### config.mk
export PLATFORM = sky130hd
export DESIGN_NAME = program_loader_flat
export DESIGN_NICKNAME = d
export VERILOG_FILES = /design/src/rtl/loader_pkg.sv /design/src/rtl/program_loader_if.sv /design/src/rtl/program_loader.sv /design/src/flat_wrapper.sv
export SDC_FILE = /design/constraint.sdc
export NUM_CORES = 1
export LEC_CHECK = 0
export ABC_AREA = 1
export CAP_MARGIN = 30
export CORE_ASPECT_RATIO = 1.4
export CORE_MARGIN = 1
export CORE_UTILIZATION = 35
export CTS_CLUSTER_DIAMETER = 30
export CTS_CLUSTER_SIZE = 8
export DETAILED_ROUTE_END_ITERATION = 10
export GPL_TIMING_DRIVEN = 1
export PLACE_DENSITY_LB_ADDON = 0.2
export SLEW_MARGIN = 10
export SYNTH_ARGS = -nofsm -noshare
export SYNTH_HDL_FRONTEND = slang
export SYNTH_SLANG_ARGS = --single-unit
### constraint.sdc
create_clock -name clk -period 1.5 [get_ports clk]
set_input_delay 0.3 -clock clk [delete_from_list [all_inputs] [get_ports clk]]
set_output_delay 0.3 -clock clk [all_outputs]
set_load 0.01 [all_outputs]
### src/rtl/loader_pkg.sv
// Shared types and constants for the program loader: FSM states, default widths
// and the word-count encoding where a count byte of zero stands for 256 words.
package loader_pkg;

  localparam int ADDR_W = 8;
  localparam int INST_W = 16;
  localparam int BYTE_W = 8;

  // The remaining-word counter is one bit wider than the address so it can hold 256.
  localparam logic [8:0] COUNT_ZERO_MEANS_256 = 9'd256;

  typedef enum logic [2:0] {
    IDLE,
    COUNT,
    HI,
    LO,
    WRITE,
    CSUM,
    DONE,
    ERR
  } state_t;

endpackage

### src/rtl/program_loader_if.sv
// Byte-stream handshake plus instruction-memory write bus of the program loader.
// The master modport is the loader itself; slave is the stream source and memory side.
interface program_loader_if #(
  parameter int ADDR_W = loader_pkg::ADDR_W,
  parameter int INST_W = loader_pkg::INST_W,
  parameter int BYTE_W = loader_pkg::BYTE_W
);

  logic [BYTE_W-1:0] byte_data;
  logic              byte_valid;
  logic              byte_ready;
  logic              imem_we;
  logic [ADDR_W-1:0] imem_addr;
  logic [INST_W-1:0] imem_wdata;

  modport master (
    input  byte_data, byte_valid,
    output byte_ready, imem_we, imem_addr, imem_wdata
  );

  modport slave (
    output byte_data, byte_valid,
    input  byte_ready, imem_we, imem_addr, imem_wdata
  );

endinterface

### src/rtl/program_loader.sv
// Loads a checksummed byte stream into instruction memory as 16-bit words and
// holds the processor in reset until a load completes with a matching XOR checksum.
module program_loader #(
  parameter int ADDR_W = loader_pkg::ADDR_W,
  parameter int INST_W = loader_pkg::INST_W,
  parameter int BYTE_W = loader_pkg::BYTE_W
) (
  input  logic              clk,
  input  logic              rst,
  input  logic              start,
  program_loader_if.master  bus,
  output logic              cpu_rst,
  output logic              busy,
  output logic              done,
  output logic              err
);

  import loader_pkg::*;

  localparam int CNT_W = ADDR_W + 1;

  state_t            state;
  logic [BYTE_W-1:0] hi_byte;
  logic [BYTE_W-1:0] acc;
  logic [CNT_W-1:0]  remaining;
  logic              xfer;

  assign xfer = bus.byte_valid && bus.byte_ready;

  // NOTE: all state and outputs update with non-blocking assignments so every
  // branch below reads the pre-edge values, exactly as the registers hold them.
  always_ff @(posedge clk) begin
    if (rst) begin
      state          <= IDLE;
      cpu_rst        <= 1'b1;
      busy           <= 1'b0;
      done           <= 1'b0;
      err            <= 1'b0;
      bus.byte_ready <= 1'b0;
      bus.imem_we    <= 1'b0;
      bus.imem_addr  <= '0;
      bus.imem_wdata <= '0;
      hi_byte        <= '0;
      acc            <= '0;
      remaining      <= '0;
    end else begin
      case (state)
        // A start from a finished load behaves exactly like a start from idle.
        IDLE, DONE, ERR: begin
          if (start) begin
            state          <= COUNT;
            busy           <= 1'b1;
            done           <= 1'b0;
            err            <= 1'b0;
            cpu_rst        <= 1'b1;
            bus.byte_ready <= 1'b1;
            bus.imem_addr  <= '0;
            acc            <= '0;
            remaining      <= '0;
          end
        end

        COUNT: begin
          if (xfer) begin
            remaining <= (bus.byte_data == '0) ? COUNT_ZERO_MEANS_256
                                               : CNT_W'(bus.byte_data);
            state     <= HI;
          end
        end

        HI: begin
          if (xfer) begin
            hi_byte <= bus.byte_data;
            acc     <= acc ^ bus.byte_data;
            state   <= LO;
          end
        end

        LO: begin
          if (xfer) begin
            acc            <= acc ^ bus.byte_data;
            bus.imem_wdata <= INST_W'({hi_byte, bus.byte_data});
            bus.imem_we    <= 1'b1;
            bus.byte_ready <= 1'b0;
            state          <= WRITE;
          end
        end

        // The address only advances when another word follows, so it never wraps.
        WRITE: begin
          bus.imem_we    <= 1'b0;
          bus.byte_ready <= 1'b1;
          remaining      <= remaining - 1'b1;
          if (remaining == CNT_W'(1)) begin
            state <= CSUM;
          end else begin
            bus.imem_addr <= bus.imem_addr + 1'b1;
            state         <= HI;
          end
        end

        CSUM: begin
          if (xfer) begin
            bus.byte_ready <= 1'b0;
            busy           <= 1'b0;
            if (bus.byte_data == acc) begin
              done    <= 1'b1;
              cpu_rst <= 1'b0;
              state   <= DONE;
            end else begin
              err     <= 1'b1;
              cpu_rst <= 1'b1;
              state   <= ERR;
            end
          end
        end

        default: state <= IDLE;
      endcase
    end
  end

endmodule

### src/flat_wrapper.sv
// flat-port wrapper written by rule: the top's interface ports become plain ports
module program_loader_flat import loader_pkg::*;
#(
  parameter int ADDR_W = loader_pkg::ADDR_W,
  parameter int INST_W = loader_pkg::INST_W,
  parameter int BYTE_W = loader_pkg::BYTE_W
)
  (clk, rst, start, cpu_rst, busy, done, err, bus_byte_data, bus_byte_valid, bus_byte_ready, bus_imem_we, bus_imem_addr, bus_imem_wdata);
  program_loader_if #(.ADDR_W(ADDR_W), .INST_W(INST_W), .BYTE_W(BYTE_W)) bus_i ();
  input  logic clk;
  input  logic rst;
  input  logic start;
  output logic cpu_rst;
  output logic busy;
  output logic done;
  output logic err;
  input wire logic [$bits(bus_i.byte_data)-1:0] bus_byte_data;
  input wire logic [$bits(bus_i.byte_valid)-1:0] bus_byte_valid;
  output wire logic [$bits(bus_i.byte_ready)-1:0] bus_byte_ready;
  output wire logic [$bits(bus_i.imem_we)-1:0] bus_imem_we;
  output wire logic [$bits(bus_i.imem_addr)-1:0] bus_imem_addr;
  output wire logic [$bits(bus_i.imem_wdata)-1:0] bus_imem_wdata;
  assign bus_i.byte_data = bus_byte_data;
  assign bus_i.byte_valid = bus_byte_valid;
  assign bus_byte_ready = bus_i.byte_ready;
  assign bus_imem_we = bus_i.imem_we;
  assign bus_imem_addr = bus_i.imem_addr;
  assign bus_imem_wdata = bus_i.imem_wdata;
  program_loader #(.ADDR_W(ADDR_W), .INST_W(INST_W), .BYTE_W(BYTE_W)) u_core (.clk(clk), .rst(rst), .start(start), .bus(bus_i), .cpu_rst(cpu_rst), .busy(busy), .done(done), .err(err));
endmodule
==> results.sh <==
export IMPL_power_static_leakage_nw=1.86
export IMPL_startpoint_type="flip-flop"
export IMPL_stdcell_count=594
export IMPL_seq_area_mm2=0.00117
export IMPL_rr_endpoint="u_core.bus.imem_addr[4]$_SDFFE_PP0P_"
export IMPL_post_route_drc_count=0
export IMPL_grt_first_pass_wirelength_mm=12.7
export IMPL_cts_tree="yes"
export IMPL_regToRegSetupSlack_ns=0.05
export IMPL_critPathBufInv=3
export IMPL_synth_seq_cells=58
export IMPL_top_layer="met4"
export IMPL_die_area_mm2=0.00852
export IMPL_dpl_hpwl_mm=5.57
export IMPL_synth_cells=401
export IMPL_ctsRootBufferMaster="clkbuf_8"
export IMPL_tightestPinTransition_ns=0.426
export IMPL_wl_met3_um=265
export IMPL_swShare=0.377
export IMPL_grt_max_degree=43
export IMPL_min_period_ns=1.45
export IMPL_path_common_cell="buf_4"
export IMPL_slew_headroom=0.713
export IMPL_pwr_share_clk=0.260
export IMPL_viasPerCell=4.85
export IMPL_finalHoldViolations=0
export IMPL_worstSetupPathType="reg2reg"
export IMPL_wire_per_inst_um=13.2
export IMPL_status="finished, final reports clean"
export IMPL_ys_warn_count=0
export IMPL_syn_num_nets=416
export IMPL_drt_pass1_iterations=4
export IMPL_p_switching_mw=2.29
export IMPL_drv_slew=0
export IMPL_combPwrFrac=0.418
export IMPL_worst_skew_pair_late_latency_ns=0.35
export IMPL_diodes=0
export IMPL_holdPathEnd="u_core.busy$_SDFFE_PP0P_"
export IMPL_fin_skew_ns=0.0107
export IMPL_max_freq_mhz=689
export IMPL_wl_mm=7.85
export IMPL_vias=2883
export IMPL_holdCritPathClass="reg2reg"
export IMPL_die_w_um=78.3
export IMPL_synth_cell_type_count=33
export IMPL_place_congestion=0.841
export IMPL_antenna_found_initial=0
export IMPL_htreeDepth=3
export IMPL_cp_top_family="buffers and inverters"
export IMPL_cts_buffers=9
export IMPL_core_mm2=0.00785
export IMPL_grt_usage=0.196
export IMPL_ioPinCount=42
export IMPL_max_stage_delay_ns=0.37
export IMPL_reg2regPathDepth=9
export IMPL_dpl_worst_slack_ns=-0.282
export IMPL_area_growth_pct=39.9
export IMPL_path_clk_slew_ns=0.07
export IMPL_critPathRequiredTime_ns=1.78
export IMPL_vdd_drop_max_mv=0.654
export IMPL_worstPathCellList="inv_4 > nand2_8 > buf_4 > a21oi_4 > nand2_4 > buf_4 > o21ai_0 > nand2_1 > nor2_1"
export IMPL_setup_viol=0
export IMPL_tns_ns=0
export IMPL_min_delay_path_depth=2
export IMPL_wl_met2_mm=3.94
export IMPL_start_util=0.363
export IMPL_final_util=0.508
export IMPL_overflow=0
export IMPL_fill_cells=797
export IMPL_max_cap_violations=0
export IMPL_cts_path_max_buffers=2
export IMPL_min_period_over_period=0.967
export IMPL_chipHeight_um=109
export IMPL_io_buffers=41
export IMPL_cts_sink_count=58
export IMPL_seqPwrFrac=0.322
export IMPL_netlist_area_mm2=0.00285
export IMPL_wirelength_met1_mm=3.42
export IMPL_ys_seq_area_frac=0.407
export IMPL_fin_nets=505
export IMPL_p_per_area_mw_per_mm2=1520
export IMPL_r2r_start="u_core.state[1]$_SDFFE_PP0P_"
export IMPL_ant_nets=0
export IMPL_multiInputGateArea_mm2=0.00148
export IMPL_min_from="u_core.busy$_SDFFE_PP0P_"
export IMPL_slowest_stage="dfxtp_4"
export IMPL_first_global_vias=2727
export IMPL_synth_area_per_cell_um2=7.11
export IMPL_layout_drive_gt1_share=0.225
export IMPL_placed_cells=574
export IMPL_setup_slack_ns=0.0489
export IMPL_cp_data_arrival_time_ns=1.73
export IMPL_num_rows=38
export IMPL_intPower_mw=3.77
export IMPL_drtIter0Drc=108
export IMPL_worst_setup_path_end_kind="flip-flop"
export IMPL_path_max_fanout=7
## synth_stat cells (all sizes together)
master	n	area (um2)
nor3	3	15.0
a31oi	1	6.26
buf	9	75.1
nand2	80	338
nor2	59	239
o22ai	3	18.8
dfxtp	58	1160
inv	50	190
nor4	3	33.8
o21ai	53	280
xor2	1	8.76
clkbuf	3	11.3
a21oi	44	239
nand4	3	33.8
ha	3	37.5
o211ai	2	20.0
o2111ai	1	8.76
nand3	25	135
## state kept, by name (all words and copies together) (netlist names), 3 cells and up
name	cells
u_core.bus.imem_wdata	16
u_core.remaining	9
u_core.acc	8
u_core.bus.imem_addr	8
u_core.hi_byte	8
u_core.state	3
## worst reg2reg max path, delay by kind of cell (launching register included)
kind                   cells  cell delay, ns
buffers and inverters      3            0.40
DFF                        1            0.37
and+or+nand+nor            4            0.32
AOI/OAI and AO/OA          2            0.30
## worst max path at each step
stage                     slack, ns                              endpoint  depth (start not counted)                          from
final                          0.05  u_core.bus.imem_addr[4]$_SDFFE_PP0P_                          9  u_core.state[1]$_SDFFE_PP0P_
after floorplan                0.12  u_core.bus.imem_addr[7]$_SDFFE_PP0P_                         10  u_core.state[1]$_SDFFE_PP0P_
after CTS                   0.00007               u_core.err$_SDFFE_PP0P_                          8  u_core.state[1]$_SDFFE_PP0P_
after global routing          -0.02        u_core.hi_byte[5]$_SDFFE_PP0P_                          8                bus_byte_valid
after detailed placement      -0.28               u_core.err$_SDFFE_PP0P_                          9                bus_byte_valid
after global placement        -0.28               u_core.err$_SDFFE_PP0P_                          9                bus_byte_valid
## final cells by class
cell class | instances | share of cell area
well taps | 100 | 0.0314
clock buffers | 9 | 0.0311
inverters | 50 | 0.0483
clock inverters | 6 | 0.0207
flip-flops and latches | 58 | 0.294
multi-input cells | 281 | 0.371
repair buffers | 90 | 0.203
## metrics by stage
step                cell area, um2  hold slack, ns  total power [mW]
finish                        3990           0.460              6.06
global route                  3990           0.482              6.48
CTS                           3860           0.466              5.87
detailed placement            3680           0.457              4.31
global placement              3680           0.448              4.29
floorplan                     2850           0.443              3.48
## cell usage in the layout (no fill, tap or decap), types with 5 or more instances in the layout
master	instances
inv_2	6
clkdlybuf4s50_1	11
buf_4	42
dlygate4sd2_1	30
nor2_1	50
a21oi_1	41
nand2_1	72
clkbuf_8	9
nand3_1	22
nor2_2	5
inv_1	42
o21ai_0	47
dfxtp_1	52
## what timing repair did
item | CTS | global route
setup endpoints to repair | 31 | 38
buffers inserted | 0 | 4
pin swaps | 0 | 3
hold buffers | 0 | 0
resized for setup | 33 | 29
gates cloned | 0 | 2
## cells by family after synthesis
| family | after synthesis | synth area share |
|---|---|---|
| flip-flops | 58 | 0.407 |
| adder cells (fa/ha/maj) | 3 | 0.0132 |
| buffers and inverters | 62 | 0.0970 |
| XOR/XNOR | 1 | 0.00307 |
| AO/OA/AOI/OAI | 104 | 0.201 |
| AND/OR/NAND/NOR | 173 | 0.279 |
## metal layers
metal | up-vias | global-route usage
met5 | - | 0
met4 | 0 | 0.0992
met3 | 13 | 0.0460
met2 | 58 | 0.345
met1 | 1324 | 0.219
li1 | 1488 | -
## power groups by stage
stage,Clock (mW),Sequential (mW),Combinational [mW]
finish,1.57,1.95,2.53
CTS,1.59,1.93,2.35
global placement,0,1.96,2.33
floorplan,0,1.94,1.54
global route,1.68,1.99,2.82
detailed placement,0,1.96,2.35
Power figures use the tool's default switching activity.
